`src/rtl/rv_ex_pkg.sv`:
```
// Shared opcode constants and MD state type for the execute stage.
package rv_ex_pkg;

    localparam logic [2:0] AluAdd = 3'b000;
    localparam logic [2:0] AluSub = 3'b001;
    localparam logic [2:0] AluAnd = 3'b010;
    localparam logic [2:0] AluOr  = 3'b011;
    localparam logic [2:0] AluSlt = 3'b101;

    localparam logic [2:0] BrEq  = 3'b000;
    localparam logic [2:0] BrNe  = 3'b001;
    localparam logic [2:0] BrLt  = 3'b100;
    localparam logic [2:0] BrGe  = 3'b101;
    localparam logic [2:0] BrLtu = 3'b110;
    localparam logic [2:0] BrGeu = 3'b111;

    localparam logic [2:0] MdMul    = 3'b000;
    localparam logic [2:0] MdMulh   = 3'b001;
    localparam logic [2:0] MdMulhsu = 3'b010;
    localparam logic [2:0] MdMulhu  = 3'b011;
    localparam logic [2:0] MdDiv    = 3'b100;
    localparam logic [2:0] MdDivu   = 3'b101;
    localparam logic [2:0] MdRem    = 3'b110;
    localparam logic [2:0] MdRemu   = 3'b111;

    typedef enum logic [1:0] {
        MdIdle,
        MdBusy,
        MdDone
    } mdState_e;

endpackage

```
`src/rtl/execute_stage_md_if.sv`:
```
// Execute-stage bus: decoded operands/controls in, EX/MEM register and redirect out.
interface execute_stage_md_if #(
    parameter int unsigned XLEN = 32
);
    logic [XLEN-1:0] RD1_E, RD2_E, PCE, PCPlus4E, Imm_Ext_E;
    logic [XLEN-1:0] ResultW, ALUResultM_E;
    logic            RegWriteE, MemWriteE, ALUSrcE, BranchE, JumpE;
    logic [1:0]      ResultSrcE;
    logic [2:0]      ALUControlE, BranchCondE;
    logic            MDValidE;
    logic [2:0]      MDOpE;
    logic [4:0]      RD_E;
    logic [1:0]      ForwardAE, ForwardBE;
    logic            FlushE;

    logic [XLEN-1:0] ALUResultM, WriteDataM, PCPlus4M;
    logic [4:0]      RD_M;
    logic            RegWriteM, MemWriteM;
    logic [1:0]      ResultSrcM;
    logic [XLEN-1:0] PCTargetE;
    logic            PCSrcE;
    logic            MDBusyE;

    modport master (
        output RD1_E, RD2_E, PCE, PCPlus4E, Imm_Ext_E, ResultW, ALUResultM_E,
        output RegWriteE, MemWriteE, ALUSrcE, BranchE, JumpE, ResultSrcE,
        output ALUControlE, BranchCondE, MDValidE, MDOpE, RD_E,
        output ForwardAE, ForwardBE, FlushE,
        input  ALUResultM, WriteDataM, PCPlus4M, RD_M, RegWriteM, MemWriteM,
        input  ResultSrcM, PCTargetE, PCSrcE, MDBusyE
    );

    modport slave (
        input  RD1_E, RD2_E, PCE, PCPlus4E, Imm_Ext_E, ResultW, ALUResultM_E,
        input  RegWriteE, MemWriteE, ALUSrcE, BranchE, JumpE, ResultSrcE,
        input  ALUControlE, BranchCondE, MDValidE, MDOpE, RD_E,
        input  ForwardAE, ForwardBE, FlushE,
        output ALUResultM, WriteDataM, PCPlus4M, RD_M, RegWriteM, MemWriteM,
        output ResultSrcM, PCTargetE, PCSrcE, MDBusyE
    );

endinterface

```
`src/rtl/md_iter_unit.sv`:
```
// Iterative radix-2 multiply/divide: one bit per cycle on operand magnitudes,
// sign fix-up applied combinationally to the result while in MdDone.
module md_iter_unit
    import rv_ex_pkg::*;
#(
    parameter int unsigned XLEN = 32
) (
    input  logic            clk,
    input  logic            rst,
    input  logic            valid,
    input  logic            flush,
    input  logic [2:0]      op,
    input  logic [XLEN-1:0] opA,
    input  logic [XLEN-1:0] opB,
    output logic            busy,
    output logic            done,
    output logic [XLEN-1:0] result
);

    localparam int unsigned CntW = $clog2(XLEN);

    mdState_e        stateQ;
    logic [CntW-1:0] cntQ;
    logic [2:0]      opQ;
    logic            negQ, divZeroQ;
    logic [XLEN-1:0] bQ, hiQ, loQ;

    logic            isDiv, signA, signB, negA, negB;
    logic [XLEN-1:0] magA, magB, hiD, loD, quo, rem;
    logic [XLEN:0]   mulSum, remShift;
    logic [XLEN+1:0] trial;
    logic [2*XLEN-1:0] prod;

    always_comb begin
        isDiv = op[2];
        signA = isDiv ? ~op[0] : (op[1:0] == 2'b01 || op[1:0] == 2'b10);
        signB = isDiv ? ~op[0] : (op[1:0] == 2'b01);
        negA  = signA & opA[XLEN-1];
        negB  = signB & opB[XLEN-1];
        magA  = negA ? -opA : opA;
        magB  = negB ? -opB : opB;
    end

    // hi:lo is the product (shift right) or remainder:quotient (shift left).
    always_comb begin
        mulSum   = {1'b0, hiQ} + (loQ[0] ? {1'b0, bQ} : '0);
        remShift = {hiQ, loQ[XLEN-1]};
        trial    = {1'b0, remShift} - {2'b00, bQ};
        if (opQ[2]) begin
            hiD = trial[XLEN+1] ? remShift[XLEN-1:0] : trial[XLEN-1:0];
            loD = {loQ[XLEN-2:0], ~trial[XLEN+1]};
        end else begin
            hiD = mulSum[XLEN:1];
            loD = {mulSum[0], loQ[XLEN-1:1]};
        end
    end

    always_ff @(posedge clk or negedge rst) begin
        if (!rst) begin
            stateQ   <= MdIdle;
            cntQ     <= '0;
            opQ      <= '0;
            negQ     <= 1'b0;
            divZeroQ <= 1'b0;
            bQ       <= '0;
            hiQ      <= '0;
            loQ      <= '0;
        end else begin
            case (stateQ)
                MdIdle: begin
                    if (valid && !flush) begin
                        stateQ   <= MdBusy;
                        cntQ     <= '0;
                        opQ      <= op;
                        // Remainder takes the dividend's sign; everything else the xor.
                        negQ     <= (isDiv && op[1]) ? negA : (negA ^ negB);
                        divZeroQ <= isDiv && (opB == '0);
                        bQ       <= magB;
                        hiQ      <= '0;
                        loQ      <= magA;
                    end
                end
                MdBusy: begin
                    if (flush) begin
                        stateQ <= MdIdle;
                    end else begin
                        hiQ  <= hiD;
                        loQ  <= loD;
                        cntQ <= cntQ + 1'b1;
                        if (cntQ == CntW'(XLEN - 1)) stateQ <= MdDone;
                    end
                end
                default: stateQ <= MdIdle;
            endcase
        end
    end

    assign busy = (stateQ == MdBusy) || (stateQ == MdIdle && valid);
    assign done = (stateQ == MdDone);

    always_comb begin
        prod = {hiQ, loQ};
        if (negQ) prod = -prod;
        quo = negQ ? -loQ : loQ;
        rem = negQ ? -hiQ : hiQ;
        case (opQ)
            MdMul:                     result = prod[XLEN-1:0];
            MdMulh, MdMulhsu, MdMulhu: result = prod[2*XLEN-1:XLEN];
            MdDiv, MdDivu:             result = divZeroQ ? '1 : quo;
            default:                   result = rem;
        endcase
    end

endmodule

```
`src/rtl/execute_stage_md.sv`:
```
// Execute stage: forwarding, ALU, branch resolution, MD unit hookup and EX/MEM register.
module execute_stage_md
    import rv_ex_pkg::*;
#(
    parameter int unsigned XLEN  = 32,
    parameter bit          MD_EN = 1'b1
) (
    input logic               clk,
    input logic               rst,
    execute_stage_md_if.slave ex
);

    logic [XLEN-1:0] srcA, srcBFwd, srcB, aluResult, mdResult;
    logic            eq, ltS, ltU, condMet;
    logic            mdValid, mdBusy, mdDone;

    logic [XLEN-1:0] aluResultQ, writeDataQ, pcPlus4Q;
    logic [4:0]      rdQ;
    logic            regWriteQ, memWriteQ;
    logic [1:0]      resultSrcQ;

    always_comb begin
        case (ex.ForwardAE)
            2'b01:   srcA = ex.ResultW;
            2'b10:   srcA = ex.ALUResultM_E;
            default: srcA = ex.RD1_E;
        endcase
        case (ex.ForwardBE)
            2'b01:   srcBFwd = ex.ResultW;
            2'b10:   srcBFwd = ex.ALUResultM_E;
            default: srcBFwd = ex.RD2_E;
        endcase
        srcB = ex.ALUSrcE ? ex.Imm_Ext_E : srcBFwd;
    end

    always_comb begin
        case (ex.ALUControlE)
            AluAdd:  aluResult = srcA + srcB;
            AluSub:  aluResult = srcA - srcB;
            AluAnd:  aluResult = srcA & srcB;
            AluOr:   aluResult = srcA | srcB;
            AluSlt:  aluResult = {{(XLEN-1){1'b0}}, $signed(srcA) < $signed(srcB)};
            default: aluResult = '0;
        endcase
    end

    // Branches compare register operands, never the immediate.
    always_comb begin
        eq  = (srcA == srcBFwd);
        ltS = $signed(srcA) < $signed(srcBFwd);
        ltU = srcA < srcBFwd;
        case (ex.BranchCondE)
            BrEq:    condMet = eq;
            BrNe:    condMet = ~eq;
            BrLt:    condMet = ltS;
            BrGe:    condMet = ~ltS;
            BrLtu:   condMet = ltU;
            BrGeu:   condMet = ~ltU;
            default: condMet = 1'b0;
        endcase
    end

    assign ex.PCTargetE = ex.PCE + ex.Imm_Ext_E;
    assign ex.PCSrcE    = ~ex.FlushE & ((ex.BranchE & condMet) | ex.JumpE);
    assign mdValid      = MD_EN & ex.MDValidE;
    assign ex.MDBusyE   = mdBusy;

    md_iter_unit #(
        .XLEN(XLEN)
    ) u_md (
        .clk   (clk),
        .rst   (rst),
        .valid (mdValid),
        .flush (ex.FlushE),
        .op    (ex.MDOpE),
        .opA   (srcA),
        .opB   (srcBFwd),
        .busy  (mdBusy),
        .done  (mdDone),
        .result(mdResult)
    );

    always_ff @(posedge clk or negedge rst) begin
        if (!rst) begin
            aluResultQ <= '0;
            writeDataQ <= '0;
            pcPlus4Q   <= '0;
            rdQ        <= '0;
            regWriteQ  <= 1'b0;
            memWriteQ  <= 1'b0;
            resultSrcQ <= '0;
        end else if (mdBusy || ex.FlushE) begin
            aluResultQ <= '0;
            writeDataQ <= '0;
            pcPlus4Q   <= '0;
            rdQ        <= '0;
            regWriteQ  <= 1'b0;
            memWriteQ  <= 1'b0;
            resultSrcQ <= '0;
        end else begin
            aluResultQ <= mdDone ? mdResult : aluResult;
            writeDataQ <= srcBFwd;
            pcPlus4Q   <= ex.PCPlus4E;
            rdQ        <= ex.RD_E;
            regWriteQ  <= ex.RegWriteE;
            memWriteQ  <= ex.MemWriteE;
            resultSrcQ <= ex.ResultSrcE;
        end
    end

    assign ex.ALUResultM = aluResultQ;
    assign ex.WriteDataM = writeDataQ;
    assign ex.PCPlus4M   = pcPlus4Q;
    assign ex.RD_M       = rdQ;
    assign ex.RegWriteM  = regWriteQ;
    assign ex.MemWriteM  = memWriteQ;
    assign ex.ResultSrcM = resultSrcQ;

endmodule

```
`src/flat_wrapper.sv`:
```
// flat-port wrapper written by rule: the top's interface ports become plain ports
module execute_stage_md_flat import rv_ex_pkg::*;
#(
    parameter int unsigned XLEN  = 32,
    parameter bit          MD_EN = 1'b1
)
  (clk, rst, ex_RD1_E, ex_RD2_E, ex_PCE, ex_PCPlus4E, ex_Imm_Ext_E, ex_ResultW, ex_ALUResultM_E, ex_RegWriteE, ex_MemWriteE, ex_ALUSrcE, ex_BranchE, ex_JumpE, ex_ResultSrcE, ex_ALUControlE, ex_BranchCondE, ex_MDValidE, ex_MDOpE, ex_RD_E, ex_ForwardAE, ex_ForwardBE, ex_FlushE, ex_ALUResultM, ex_WriteDataM, ex_PCPlus4M, ex_RD_M, ex_RegWriteM, ex_MemWriteM, ex_ResultSrcM, ex_PCTargetE, ex_PCSrcE, ex_MDBusyE);
  execute_stage_md_if #(.XLEN(XLEN)) ex_i ();
  input logic clk;
  input logic rst;
  input wire logic [$bits(ex_i.RD1_E)-1:0] ex_RD1_E;
  input wire logic [$bits(ex_i.RD2_E)-1:0] ex_RD2_E;
  input wire logic [$bits(ex_i.PCE)-1:0] ex_PCE;
  input wire logic [$bits(ex_i.PCPlus4E)-1:0] ex_PCPlus4E;
  input wire logic [$bits(ex_i.Imm_Ext_E)-1:0] ex_Imm_Ext_E;
  input wire logic [$bits(ex_i.ResultW)-1:0] ex_ResultW;
  input wire logic [$bits(ex_i.ALUResultM_E)-1:0] ex_ALUResultM_E;
  input wire logic [$bits(ex_i.RegWriteE)-1:0] ex_RegWriteE;
  input wire logic [$bits(ex_i.MemWriteE)-1:0] ex_MemWriteE;
  input wire logic [$bits(ex_i.ALUSrcE)-1:0] ex_ALUSrcE;
  input wire logic [$bits(ex_i.BranchE)-1:0] ex_BranchE;
  input wire logic [$bits(ex_i.JumpE)-1:0] ex_JumpE;
  input wire logic [$bits(ex_i.ResultSrcE)-1:0] ex_ResultSrcE;
  input wire logic [$bits(ex_i.ALUControlE)-1:0] ex_ALUControlE;
  input wire logic [$bits(ex_i.BranchCondE)-1:0] ex_BranchCondE;
  input wire logic [$bits(ex_i.MDValidE)-1:0] ex_MDValidE;
  input wire logic [$bits(ex_i.MDOpE)-1:0] ex_MDOpE;
  input wire logic [$bits(ex_i.RD_E)-1:0] ex_RD_E;
  input wire logic [$bits(ex_i.ForwardAE)-1:0] ex_ForwardAE;
  input wire logic [$bits(ex_i.ForwardBE)-1:0] ex_ForwardBE;
  input wire logic [$bits(ex_i.FlushE)-1:0] ex_FlushE;
  output wire logic [$bits(ex_i.ALUResultM)-1:0] ex_ALUResultM;
  output wire logic [$bits(ex_i.WriteDataM)-1:0] ex_WriteDataM;
  output wire logic [$bits(ex_i.PCPlus4M)-1:0] ex_PCPlus4M;
  output wire logic [$bits(ex_i.RD_M)-1:0] ex_RD_M;
  output wire logic [$bits(ex_i.RegWriteM)-1:0] ex_RegWriteM;
  output wire logic [$bits(ex_i.MemWriteM)-1:0] ex_MemWriteM;
  output wire logic [$bits(ex_i.ResultSrcM)-1:0] ex_ResultSrcM;
  output wire logic [$bits(ex_i.PCTargetE)-1:0] ex_PCTargetE;
  output wire logic [$bits(ex_i.PCSrcE)-1:0] ex_PCSrcE;
  output wire logic [$bits(ex_i.MDBusyE)-1:0] ex_MDBusyE;
  assign ex_i.RD1_E = ex_RD1_E;
  assign ex_i.RD2_E = ex_RD2_E;
  assign ex_i.PCE = ex_PCE;
  assign ex_i.PCPlus4E = ex_PCPlus4E;
  assign ex_i.Imm_Ext_E = ex_Imm_Ext_E;
  assign ex_i.ResultW = ex_ResultW;
  assign ex_i.ALUResultM_E = ex_ALUResultM_E;
  assign ex_i.RegWriteE = ex_RegWriteE;
  assign ex_i.MemWriteE = ex_MemWriteE;
  assign ex_i.ALUSrcE = ex_ALUSrcE;
  assign ex_i.BranchE = ex_BranchE;
  assign ex_i.JumpE = ex_JumpE;
  assign ex_i.ResultSrcE = ex_ResultSrcE;
  assign ex_i.ALUControlE = ex_ALUControlE;
  assign ex_i.BranchCondE = ex_BranchCondE;
  assign ex_i.MDValidE = ex_MDValidE;
  assign ex_i.MDOpE = ex_MDOpE;
  assign ex_i.RD_E = ex_RD_E;
  assign ex_i.ForwardAE = ex_ForwardAE;
  assign ex_i.ForwardBE = ex_ForwardBE;
  assign ex_i.FlushE = ex_FlushE;
  assign ex_ALUResultM = ex_i.ALUResultM;
  assign ex_WriteDataM = ex_i.WriteDataM;
  assign ex_PCPlus4M = ex_i.PCPlus4M;
  assign ex_RD_M = ex_i.RD_M;
  assign ex_RegWriteM = ex_i.RegWriteM;
  assign ex_MemWriteM = ex_i.MemWriteM;
  assign ex_ResultSrcM = ex_i.ResultSrcM;
  assign ex_PCTargetE = ex_i.PCTargetE;
  assign ex_PCSrcE = ex_i.PCSrcE;
  assign ex_MDBusyE = ex_i.MDBusyE;
  execute_stage_md #(.XLEN(XLEN), .MD_EN(MD_EN)) u_core (.clk(clk), .rst(rst), .ex(ex_i));
endmodule
```
`config.mk`:
```
export PLATFORM = sky130hd
export DESIGN_NAME = execute_stage_md_flat
export DESIGN_NICKNAME = d
export VERILOG_FILES = /design/src/rtl/rv_ex_pkg.sv /design/src/rtl/execute_stage_md_if.sv /design/src/rtl/md_iter_unit.sv /design/src/rtl/execute_stage_md.sv /design/src/flat_wrapper.sv
export SDC_FILE = /design/constraint.sdc
export NUM_CORES = 1
export LEC_CHECK = 0
export BUFFER_PORTS_ARGS = -buffer_cell sky130_fd_sc_hd__buf_2
export CORE_MARGIN = 5
export CORE_UTILIZATION = 40
export DETAILED_ROUTE_END_ITERATION = 10
export PLACE_DENSITY = 0.72
export SYNTH_ARGS = -nofsm -noshare
export SYNTH_HDL_FRONTEND = slang
export SYNTH_SLANG_ARGS = --single-unit
```
`constraint.sdc`:
```
create_clock -name clk -period 11.25 [get_ports clk]
set_clock_uncertainty 0.2 [all_clocks]
set_input_delay 1.6875 -clock clk [delete_from_list [all_inputs] [get_ports clk]]
set_output_delay 1.6875 -clock clk [all_outputs]
set_load 0.03 [all_outputs]
```
# Word-level counts from Yosys, hierarchy flattened
# Index checks and enable logic that the tools add are counted.
# word_totals
input_bits	253
out_inout_bits	139
word_cells	129
register_bits	213
# classes
magnitude_cmp	3
addsub	11
bitwise	14
muxes	40
reduce_logical	19
eq_ne	27
# op_table
operator	count
2-to-1 mux 32 bit	18
case mux 32 bit (2 select lines)	4
case mux 32 bit (5 select lines)	1
negation 32 bit	4
< comparator 32 bit	3
case mux 32 bit (3 select lines)	1
adder 32 bit	2
2-to-1 mux 64 bit	1
negation 64 bit	1
subtractor 33 x 32 -> 34 bit	1
adder 32 x 32 -> 33 bit	1
bitwise AND 32 bit	1
equality test 32 bit	1
zero test 32 bit	1
OR 32 bit	1
subtractor 32 bit	1
equality test 3 bit, second input constant	7
2-to-1 mux 5 bit	3
equality test 3 x 2 -> 1 bit, second input constant	4
case mux 5 bit (2 select lines)	1
equality test 3 x 1 -> 1 bit, second input constant	3
zero test 3 bit	3
equality test 2 x 1 -> 1 bit, second input constant	4
equality test 2 bit, second input constant	4
21 further kinds	43

# Logic depth before layout (Yosys ltp)
# depth
depth_word	8
depth_mapped	20
depth_no_buf	18

# Cells and area by module
# From an unflattened synthesis, not the netlist that was laid out.
# hier_totals
hier_cells	3250
hier_area_um2	24330.8
# by_module_without_submodules
module	area_each_um2	cells_each	seq_area_each_um2	instances
md_iter_unit	12244.2	1644	2702.6	1
execute_stage_md	12086.6	1606	2627.5	1

# Least setup slack after synthesis
# Ideal clock, no wire load.
# synth_timing
path_type	in2out
startpoint	input ex_ForwardBE[0]
endpoint	output ex_PCSrcE
path_slack_ns	3.477
n_path_buf	3
t_required_ns	9.363
cell_stages	18
t_arrival_ns	5.885
cell_sequence	inv_1 ha_1 clkbuf_1 clkbuf_1 buf_1 a221o_1 o21ai_1 ha_1 a21o_1 a21o_1 a21o_1 a21o_1 a221oi_1 o21bai_1 a2111oi_0 xnor2_1 a211oi_1 nor3_1
# synth_between
elab_chain_cells	8
elab_cells_between_ends	13
cone_classes	order compare: 2; eq/ne: 3; mux: 2; bitwise: 6
# synth_rtl
item	line	source
start: declaration	flat_wrapper.sv:30	input wire logic [$bits(ex_i.ForwardBE)-1:0] ex_ForwardBE;
equality test 2 bit / equality test 2 x 1 -> 1 bit (equally long branches)	execute_stage_md.sv:28	case (ex.ForwardBE)
case mux 32 bit (2 select lines) *	execute_stage_md.sv:28	
< comparator 32 bit (tied with other cells)	execute_stage_md.sv:51	ltU = srcA < srcBFwd;
inverter 1 bit, on equally long branches	execute_stage_md.sv:58, execute_stage_md.sv:54, execute_stage_md.sv:56	
case mux 1 bit (6 select lines) *	execute_stage_md.sv:52	case (ex.BranchCondE)
bitwise AND 1 bit *	execute_stage_md.sv:64	assign ex.PCSrcE = ~ex.FlushE & ((ex.BranchE & condMet) | ex.JumpE);
OR 1 bit *	execute_stage_md.sv:64	
bitwise AND 1 bit *	execute_stage_md.sv:64	
end: declaration	flat_wrapper.sv:40	output wire logic [$bits(ex_i.PCSrcE)-1:0] ex_PCSrcE;
# Mark *: on every way between the ends. The rest lies on a longest branch, timed or not.

# Final worst setup path
# Same ends and word-level chain as after synthesis.

==> results.json <==
{
  "status": "completed",
  "grt_max_degree": 94,
  "grt-ovfl-total": 0,
  "routedWlPerCell_um": 24.7,
  "cp-start-kind": "input port",
  "hold_viol_final": 0,
  "timing_worst_setup_path_type": "input port to primary output",
  "worst-endpoint-arrival_ps": 7010,
  "fp.dieH_um": 253,
  "grt_first_pass_wirelength_mm": 151,
  "drive_gt1_frac": 0.153,
  "synth_most_common_cell": "o21ai_0",
  "clkPwrFrac": 0.163,
  "start_util": 0.403,
  "synth_top_area_frac": 0.225,
  "syn_area_per_cell_um2": 7.61,
  "grt.total_usage": 0.305,
  "maxCapViolations": 0,
  "rsz0062_at_grt": "no",
  "power.switching_mw": 2.38,
  "yosys.area_share.simple": 0.186,
  "post-route-util": 0.458,
  "root_buffer": "clkbuf_16",
  "drt_iter0_markers": 2524,
  "num_vias": 25300,
  "dieArea_um2": 64200,
  "ys_top_cells_by_area": "dfrtp_1 (23%), ha_1 (13%), o21ai_0 (7.4%)",
  "ys_top_cells_by_count": "o21ai_0 (351), nand2_1 (325), ha_1 (246)",
  "p_comb_frac": 0.601,
  "htree_levels": 1,
  "tightest_slew_ps": 1150,
  "cts_hold_buf": 0,
  "syn2layout_area_growth_pct": 13.8,
  "p_int_mw": 2.38,
  "fill_cells": 6028,
  "layout.nets": 3877,
  "muxShareOfSynthArea": 0.0222,
  "cp_max_fo": 41,
  "synth_nets": 3615,
  "power_leakage_nw": 12.8,
  "slew_headroom": 0.228,
  "hpwl_mm": 83.7,
  "hold_path.class": "flip-flop to flip-flop",
  "fmax_mhz": 112,
  "ant_nets": 0,
  "synth_top_flop_cell": "dfrtp_1",
  "io_pins": 392,
  "seq_area_frac_synth": 0.225,
  "netlist.top_cell.by_area": "dfrtp_1",
  "async_reset_ff_frac": 1.00,
  "drtPass1Iterations": 6,
  "fin_crit_ps": 8900,
  "drc": 0,
  "viasPerCell": 6.07,
  "period_share": 0.791,
  "cp-end-kind": "primary output",
  "cts_buffer_depth": 3,
  "synth_fa_ha_area_frac": 0.134,
  "antenna_found_initial": 17,
  "tns_ps": 0,
  "drt_wl_total_mm": 103,
  "seqPwrFrac": 0.236,
  "grt_pass1_vias": 24200,
  "peakVddDrop_mv": 0.0991,
  "synthCells": 3111,
  "synth_top_family_by_area": "compound AO/OA/AOI/OAI gates",
  "die_x_um": 253,
  "synth-compound-area-share": 0.282,
  "ys_types": 87,
  "place.gp.congestion": 1.05,
  "ys_warn_count": 0,
  "post_cts_resized": 0,
  "crit_required_ps": 9360,
  "syn_area_um2": 23700,
  "numCtsBuffers": 25,
  "cts_tree": "yes",
  "numClockSinks": 213,
  "ys_seq_elements": 213,
  "io_buffers": 391,
  "synth_xor_area_frac": 0.0924,
  "rows": 89,
  "core_area_um2": 58800,
  "path_clk_slew_ps": 60,
  "synth_edf_count": 0,
  "cts_setup_buffers": 0,
  "power_density_nw_per_um2": 177,
  "swShare": 0.500,
  "finalSetupViolCount": 0,
  "clock_latency_ps": 550,
  "drv_slew": 0
}
==> cells in the final DEF, fill, tap and decap left out, types with 33 or more instances in the layout <==
cell type	Yosys	final
buf_2	10	390
a22oi_1	35	35
nor2_1	245	244
nor3_1	55	55
inv_1	166	166
nor2b_1	34	33
a21oi_1	208	208
nand2_1	325	325
dfrtp_1	213	211
xor2_1	77	77
a211oi_1	33	33
buf_4	0	33
ha_1	246	246
a31oi_1	34	34
o221ai_1	33	33
a21o_1	64	64
and2_1	55	55
a221o_1	48	48
o21ai_1	33	33
nand3_1	42	42
xnor2_1	173	173
o21ai_0	351	351
mux2i_1	47	47
==> path summary, 6_finish.rpt <==
kind                       depth (start not counted)          startpoint                        to  slack [ps]
setup / recovery                                  18     ex_ForwardBE[0]                 ex_PCSrcE        2350
hold / removal                                     2   u_core.u_md.bQ[4]         u_core.u_md.bQ[4]         280
setup reg to reg                                  11  u_core.u_md.loQ[0]  u_core.ex.ALUResultM[16]        6290
hold reg to reg                                    2   u_core.u_md.bQ[4]         u_core.u_md.bQ[4]         280
max in group asynchronous                          2                 rst    u_core.ex.PCPlus4M[18]        8490
min in group asynchronous                          1                 rst  u_core.ex.WriteDataM[27]         940
==> per-stage QoR <==
| step | power (mW) | instance area [um^2] | worst slack, ps | hold slack [ps] | cells |
|---|---|---|---|---|---|
| floorplan | 3.07 | 23700 | 3480 | 247 | 3111 |
| global placement | 3.88 | 26200 | 2590 | 261 | 4119 |
| detailed placement | 3.89 | 26200 | 2530 | 270 | 4119 |
| CTS | 4.68 | 26900 | 2500 | 284 | 4164 |
| global route | 5.05 | 26900 | 2080 | 314 | 4164 |
| finish | 4.76 | 27000 | 2350 | 284 | 4172 |
==> critical path, cell delays in order <==
cell       delay [ps]
buf_2              90
inv_1              40
ha_1              260
buf_4             380
clkinv_1          750
o21ai_1           770
ha_1              360
a21o_1            190
a21o_1            170
a21o_1            170
a21o_1            170
a221oi_1          250
o21bai_1           90
a2111oi_0         710
xnor2_1           300
a211oi_1          140
nor3_1            230
buf_2             240
==> cells by family (layout without fill, tap and decap cells) <==
| logic type | Yosys count | count (layout) |
|---|---|---|
| adder cells (fa/ha/maj) | 251 | 251 |
| XOR/XNOR | 250 | 250 |
| AND/OR/NAND/NOR | 938 | 938 |
| flip-flops | 213 | 213 |
| other | 0 | 8 |
| buffers and inverters | 357 | 637 |
| multiplexers | 52 | 52 |
| AO/OA/AOI/OAI | 1050 | 1050 |
==> power by group through the flow <==
stage                     combinational, mW  sequential, mW  clock [mW]
after floorplan                        2.07            1.00           0
after detailed placement               2.76            1.13           0
after global placement                 2.76            1.12           0
after global routing                   3.10            1.13       0.820
after CTS                              2.78            1.11       0.788
final                                  2.86            1.12       0.776
==> sequential cells by signal, indices dropped and copies added (netlist names), 2 cells and up <==
register	cells
u_core.u_md.cntQ	5
u_core.u_md.opQ	3
u_core.u_md.hiQ	32
u_core.u_md.stateQ	2
u_core.u_md.bQ	32
u_core.ex.RD_M	5
u_core.u_md.loQ	32
u_core.ex.ResultSrcM	2
u_core.ex.ALUResultM	32
u_core.ex.WriteDataM	32
u_core.ex.PCPlus4M	32
==> layout make-up <==
class / instances / area [um^2] / share of cell area
antenna: 8 / 20.0 / 0.000743
clock buffer: 35 / 703 / 0.0261
clock inverter: 10 / 66.3 / 0.00246
inverter: 168 / 631 / 0.0234
multi-input combinational: 2541 / 17000 / 0.631
sequential: 213 / 5330 / 0.198
tap: 773 / 967 / 0.0359
timing repair buffer: 424 / 2210 / 0.0822
==> routing by layer <==
layer / vias up / global-route usage / routed length [um]
met1: 11800 / 0.367 / 38400
met3: 357 / 0.0628 / 9710
met2: 1477 / 0.501 / 46900
li1: 11700 / - / -
met4: 12 / 0.190 / 7940
met5: - / 0 / 82
Power figures use the tool's default switching activity.
